===== src/rtl/branch_resolve_unit.sv =====
// branch_resolve_unit: ID-stage beq/bne resolution with branch-operand hazard stalls.
// Latency: redirect (pc_src/ifid_flush/pc_target) is combinational on the resolve
//   cycle. A dependent branch first stalls for 1 or 2 cycles (EX ALU / EX load).
// Backpressure: pc_write/ifid_write low plus idex_bubble high while a branch operand
//   is still in flight. The branch is then evaluated with forwarded operands.
// Optional feature: define BRANCH_STATS_EN to add saturating counters
//   stat_branches/stat_taken/stat_stalls (CNT_W bits each).
// Ports: clk/rst_n (async active-low); ID branch decode + operands; EX/MEM/WB
//   forwarding data and hazard info; PC/IF-ID/ID-EX control and redirect target out.
module branch_resolve_unit #(
  parameter int DATA_W = 32,
  parameter int REG_W  = 5,
  parameter int CNT_W  = 16
) (
  input  logic              clk,
  input  logic              rst_n,
  input  logic              id_beq,
  input  logic              id_bne,
  input  logic [REG_W-1:0]  id_rs,
  input  logic [REG_W-1:0]  id_rt,
  input  logic [DATA_W-1:0] id_rs_data,
  input  logic [DATA_W-1:0] id_rt_data,
  input  logic [DATA_W-1:0] exmem_result,
  input  logic [DATA_W-1:0] memwb_wdata,
  input  logic [1:0]        fwd_a,
  input  logic [1:0]        fwd_b,
  input  logic              idex_regwrite,
  input  logic              idex_memread,
  input  logic [REG_W-1:0]  idex_rd,
  input  logic              exmem_memread,
  input  logic [REG_W-1:0]  exmem_rd,
  input  logic [DATA_W-1:0] br_target,
  output logic              pc_write,
  output logic              ifid_write,
  output logic              idex_bubble,
  output logic              ifid_flush,
  output logic              pc_src,
  output logic [DATA_W-1:0] pc_target
`ifdef BRANCH_STATS_EN
  ,
  output logic [CNT_W-1:0]  stat_branches,
  output logic [CNT_W-1:0]  stat_taken,
  output logic [CNT_W-1:0]  stat_stalls
`endif
);

  typedef enum logic [1:0] {
    RUN     = 2'd0,
    HOLD    = 2'd1,
    RESOLVE = 2'd2
  } state_e;

  state_e state_q, state_d;

  logic              branch;
  logic              dep_ex;
  logic              dep_mem;
  logic [1:0]        need;
  logic [DATA_W-1:0] op_a;
  logic [DATA_W-1:0] op_b;
  logic              taken;
  logic              stall;
  logic              resolve;

  // CNT_W only sizes the statistics counters; a non-positive width makes no sense.
  if (CNT_W < 1) begin : g_bad_cnt_w
  end

  // $0 is never a real dependency: writes to it are discarded.
  function automatic logic dep(input logic [REG_W-1:0] x,
                               input logic [REG_W-1:0] rs,
                               input logic [REG_W-1:0] rt);
    return (x != '0) && ((x == rs) || (x == rt));
  endfunction

  assign branch  = id_beq | id_bne;
  assign dep_ex  = dep(idex_rd, id_rs, id_rt);
  assign dep_mem = dep(exmem_rd, id_rs, id_rt);

  // Stall depth: a load in EX needs two cycles before its data reaches MEM/WB,
  // an ALU result in EX or a load in MEM needs one.
  always_comb begin
    need = 2'd0;
    if (idex_memread && idex_regwrite && dep_ex) begin
      need = 2'd2;
    end else if (idex_regwrite && dep_ex) begin
      need = 2'd1;
    end else if (exmem_memread && dep_mem) begin
      need = 2'd1;
    end
  end

  // Operand select; 2'b11 falls back to the register file.
  always_comb begin
    case (fwd_a)
      2'b10:   op_a = exmem_result;
      2'b01:   op_a = memwb_wdata;
      default: op_a = id_rs_data;
    endcase
    case (fwd_b)
      2'b10:   op_b = exmem_result;
      2'b01:   op_b = memwb_wdata;
      default: op_b = id_rt_data;
    endcase
  end

  // beq wins when both decode bits are set.
  assign taken = (id_beq & (op_a == op_b)) |
                 (~id_beq & id_bne & (op_a != op_b));

  always_comb begin
    state_d = state_q;
    stall   = 1'b0;
    resolve = 1'b0;
    case (state_q)
      RUN: begin
        if (branch) begin
          if (need != 2'd0) begin
            stall   = 1'b1;
            state_d = (need == 2'd2) ? HOLD : RESOLVE;
          end else begin
            resolve = 1'b1;
          end
        end
      end
      HOLD: begin
        // Second stall cycle completes even if the branch has vanished.
        stall   = 1'b1;
        state_d = RESOLVE;
      end
      RESOLVE: begin
        // Hazard inputs are ignored here: the producer has moved on and the
        // forwarding selects now point at it.
        resolve = branch;
        state_d = RUN;
      end
      default: state_d = RUN;
    endcase
  end

  always_ff @(posedge clk or negedge rst_n) begin
    if (!rst_n) begin
      state_q <= RUN;
    end else begin
      state_q <= state_d;
    end
  end

  assign pc_write    = ~stall;
  assign ifid_write  = ~stall;
  assign idex_bubble = stall;
  assign pc_src      = resolve & taken;
  assign ifid_flush  = pc_src;
  assign pc_target   = resolve ? br_target : '0;

`ifdef BRANCH_STATS_EN
  logic [CNT_W-1:0] br_cnt_q, br_cnt_d;
  logic [CNT_W-1:0] tk_cnt_q, tk_cnt_d;
  logic [CNT_W-1:0] st_cnt_q, st_cnt_d;

  // Saturating increments: hold at all-ones instead of wrapping.
  always_comb begin
    br_cnt_d = br_cnt_q;
    tk_cnt_d = tk_cnt_q;
    st_cnt_d = st_cnt_q;
    if (resolve && !(&br_cnt_q)) br_cnt_d = br_cnt_q + CNT_W'(1);
    if (pc_src  && !(&tk_cnt_q)) tk_cnt_d = tk_cnt_q + CNT_W'(1);
    if (stall   && !(&st_cnt_q)) st_cnt_d = st_cnt_q + CNT_W'(1);
  end

  always_ff @(posedge clk or negedge rst_n) begin
    if (!rst_n) begin
      br_cnt_q <= '0;
      tk_cnt_q <= '0;
      st_cnt_q <= '0;
    end else begin
      br_cnt_q <= br_cnt_d;
      tk_cnt_q <= tk_cnt_d;
      st_cnt_q <= st_cnt_d;
    end
  end

  assign stat_branches = br_cnt_q;
  assign stat_taken    = tk_cnt_q;
  assign stat_stalls   = st_cnt_q;
`endif

endmodule

===== config.mk =====
export PLATFORM = sky130hd
export DESIGN_NAME = branch_resolve_unit
export DESIGN_NICKNAME = d
export VERILOG_FILES = /design/src/rtl/branch_resolve_unit.sv
export SDC_FILE = /design/constraint.sdc
export NUM_CORES = 1
export LEC_CHECK = 0
export ABC_AREA = 1
export BUFFER_PORTS_ARGS = -buffer_cell sky130_fd_sc_hd__buf_2
export CAP_MARGIN = 40
export CELL_PAD_IN_SITES_DETAIL_PLACEMENT = 0
export CELL_PAD_IN_SITES_GLOBAL_PLACEMENT = 1
export CORE_UTILIZATION = 27
export DETAILED_ROUTE_END_ITERATION = 10
export PLACE_DENSITY_LB_ADDON = 0.1
export SLEW_MARGIN = 25
export SYNTH_ARGS = -nofsm -noshare
export SYNTH_HDL_FRONTEND = slang
export SYNTH_SLANG_ARGS = --single-unit

===== constraint.sdc =====
create_clock -name clk -period 2.9 [get_ports clk]
set_input_delay 0.29 -clock clk [delete_from_list [all_inputs] [get_ports clk]]
set_output_delay 0.29 -clock clk [all_outputs]
set_load 0.005 [all_outputs]

==> summary.md <==
| Metric | Value |
|---|---|
| Place WS | around 250 ps |
| PortBufs | approximately 230 |
| Synthesized area | 3525 sq um |
| Fin nets | 1,224 |
| Psw | 0.0005136 W |
| Max H-tree Level | 1 |
| Postcts setup bufs | 0 |
| WL final | 13.88 mm |
| Net Count, Synth | 1,013 |
| Maximum root-to-sink buffer count | 2 |
| Vert. Die Dim | 116.3 microns |
| Setup TNS | 0 ps |
| Total GRT Usage | 0.1962 |
| Worst path arrival time | between 2000 and 2500 ps |
| Top post-synthesis cells by area | nand2_1, inv_1, nand3_1 |
| Fill cell count | roughly 1,500 |
| Final min period | approximately 2600 ps |
| Synth-to-Final Area Change | 40.89% |
| Largest net degree at the start of global routing | 47 |
| Detailed Routing Iterations Pass 1 | 4 |
| Register Area | 50.05 sq um |
| Top cell type's share of synthesized area | 0.5176 |
| Clk sink count | 2 |
| Maximum vdd drop | roughly 0.12 mV |
| Effective utilization at floorplan | 0.2782 |
| Syn_area_per_cell | 4.309 sq um |
| Layout Skew | roughly 0.44 ps |
| Initial antenna violation count | 1 |
| HP Class | in2reg |
| Period Utilization, post-route | 0.9042 |
| Max reg flops | 2 |
| Pint | around 0.00057 W |
| Routability cong. | roughly 0.84 |
| # setup viols final | 0 |
| Die area | approximately 14,000 sq um |
| Logic pwr share | 0.781 |
| Synth unique cells | 27 |
| Placed Area | ~5000 sq um |
| Slew Limit Fails | 0 |
| Relative max-transition margin | 0.7867 |
| WL per Instance | between 10 and 15 microns |
| First DRT Iteration DRCs | 265 |
| CP max FO | 45 |
| Top flop regs | state_q x2 |
| Layout cells sized above 1 | 0.2590 |
| Post-CTS Resized | 0 |
| RSZ-0062 raised after global routing | no |
| Hold Violations, Final | 0 |
| PD cells | around 220 nW/um^2 |
| TritonCTS Buffers | 3 |
| Worst-Margin Slew | 319.9 ps |
| Startpoint types | input pin |
| Slack of the critical path | between 200 and 300 ps |
| Synthesized flop and latch total | 2 |
| Leakage | around 3.3 nW |
| Multi-input logic area | 2952 sq um |
| Clock power frac | 0.193 |
| Die width | between 100 and 150 microns |
| Vias in the first global route | around 4,500 |
| Clk slew on worst S/H paths | ~30 ps |
| Antenna Nets Post-Route | 0 |
| Vias per inst | around 4.3 |
| DRC violations left | 0 |
| CTS root buf | clkbuf_16 |
| Switching fraction of total power | 0.4726 |
| Seq/Total Area, Yosys | 0.01420 |
| DP HPWL | 10.80 mm |
| Clock latency on the worst-skew pair | 220 ps |
| Flop pwr share | 0.027 |
| Biggest register | state_q |
| WP data required | roughly 2600 ps |
| CTS tree | built |
| Io pins | ~230 |
| Yosys warns | 0 |
| Post-route cell area | 4966 sq um |
| Achievable Freq | 381.4 MHz |
| Core area | ~13,000 sq um |
| Grt ovf | 0 |
| MaxCap Viol Count | 0 |
| Worst Path Class, Setup | in2out |
| Global-route wire length before repair | 21.50 mm |
| Worst setup EP type | primary output |
| Vias after detailed routing | between 5,000 and 6,000 |
| Synth area leader | nand2_1 |
| FP Rows | a little over 40 |
| Status | complete, no violations |
| Post-Synthesis Cells | approximately 800 |
[per-stage QoR]
step	hold WS, ps	power [W]	instances	utilization
finish	360.4	0.001087	1200	0.3919
global route	394.0	0.001224	1199	0.3917
CTS	357.7	0.001100	1199	0.3917
detailed placement	75.38	0.0008834	1195	0.3850
global placement	76.11	0.0008890	1195	0.3850
floorplan	-5.591	0.0005530	818	-
[synth_stat cells (all sizes together)]
| master | number |
|---|---|
| dfrtp | 2 |
| clkbuf | 3 |
| or2 | 23 |
| o21ai | 22 |
| o21a | 1 |
| ha | 4 |
| nor3 | 4 |
| nand4 | 6 |
| xor2 | 8 |
| buf | 36 |
| o21bai | 8 |
| a21boi | 8 |
| inv | 82 |
| nor4 | 1 |
| xnor2 | 4 |
| a21oi | 7 |
| and3 | 1 |
| nand3 | 48 |
| nor2 | 64 |
| nand2 | 486 |
[what timing repair did]
action | in CTS | in global routing
hold buffers | 1 | 0
setup endpoints to repair | 0 | 0
endpoints found under the hold margin | 2 | 0
[metal layers]
metal / up-vias / GRT usage / part of all wire
met5: - / 0 / 0
met3: 4 / 0.01297 / 0.045
met2: 124 / 0.3570 / 0.47
met1: 2146 / 0.2637 / 0.48
li1: 2882 / - / -
met4: 0 / 0.01026 / 0.0029
[cell type report]
class                   count  share of cell area
flip-flops and latches      2             0.01008
well taps                 172             0.04334
inverters                  82             0.06248
diodes                      1           0.0005039
clock buffers               3             0.01512
multi-input cells         695              0.5944
repair buffers            245              0.2741
[placed cells by master, fill, tap and decap left out, drive strengths merged]
cell and instances:
o21bai 8, or2 23, nand3 48, dlygate4sd3 1, nor4 1, xor2 8
a21oi 7, nand2 486, diode 1, xnor2 4, a21boi 8, dfrtp 2
inv 82, buf 244, and3 1, o21a 1, clkbuf 3, ha 4
o21ai 22, nand4 6, nor3 4, nor2 64
[power groups by stage]
| stage | clock [W] | sequential, W | combinational [W] |
|---|---|---|---|
| floorplan | 0 | 0.0000292 | 0.000524 |
| global placement | 0 | 0.0000292 | 0.000860 |
| detailed placement | 0 | 0.0000292 | 0.000854 |
| CTS | 0.000213 | 0.0000289 | 0.000858 |
| global route | 0.000214 | 0.0000290 | 0.000981 |
| finish | 0.000209 | 0.0000289 | 0.000848 |
[kinds of logic (layout without fill, tap and decap cells)]
logic type | count (synthesis) | after routing | share of synthesized area
buffers and inverters | 121 | 330 | 0.1498
other | 0 | 1 | 0
adders and majority gates | 4 | 4 | 0.01420
xor gates and xnor gates | 12 | 12 | 0.02982
AOI/OAI and AO/OA | 46 | 46 | 0.07739
and+or+nand+nor | 633 | 633 | 0.7146
DFF | 2 | 2 | 0.01420
[critical path, stage by stage]
cell	delay, ps
buf_2	90
inv_1	40
ha_2	340
inv_2	50
buf_12	170
or2_2	280
nand2_1	60
nand2_1	40
nand2_1	60
nand3_1	60
nor2_1	140
nand2_1	70
nor2_1	210
a21oi_1	100
nor2_1	170
buf_2	140
[worst paths after layout]
path	start	to	slack, ps	cells past startpoint
max in group asynchronous	rst_n	state_q[1]	2380	2
setup reg to reg	state_q[0]	state_q[1]	2050	3
hold reg to reg	state_q[1]	state_q[0]	540	3
min in group asynchronous	rst_n	state_q[0]	420	2
hold / removal	idex_memread	state_q[0]	360	3
setup / recovery	fwd_b[0]	pc_src	280	16
Power figures use the tool's default switching activity.
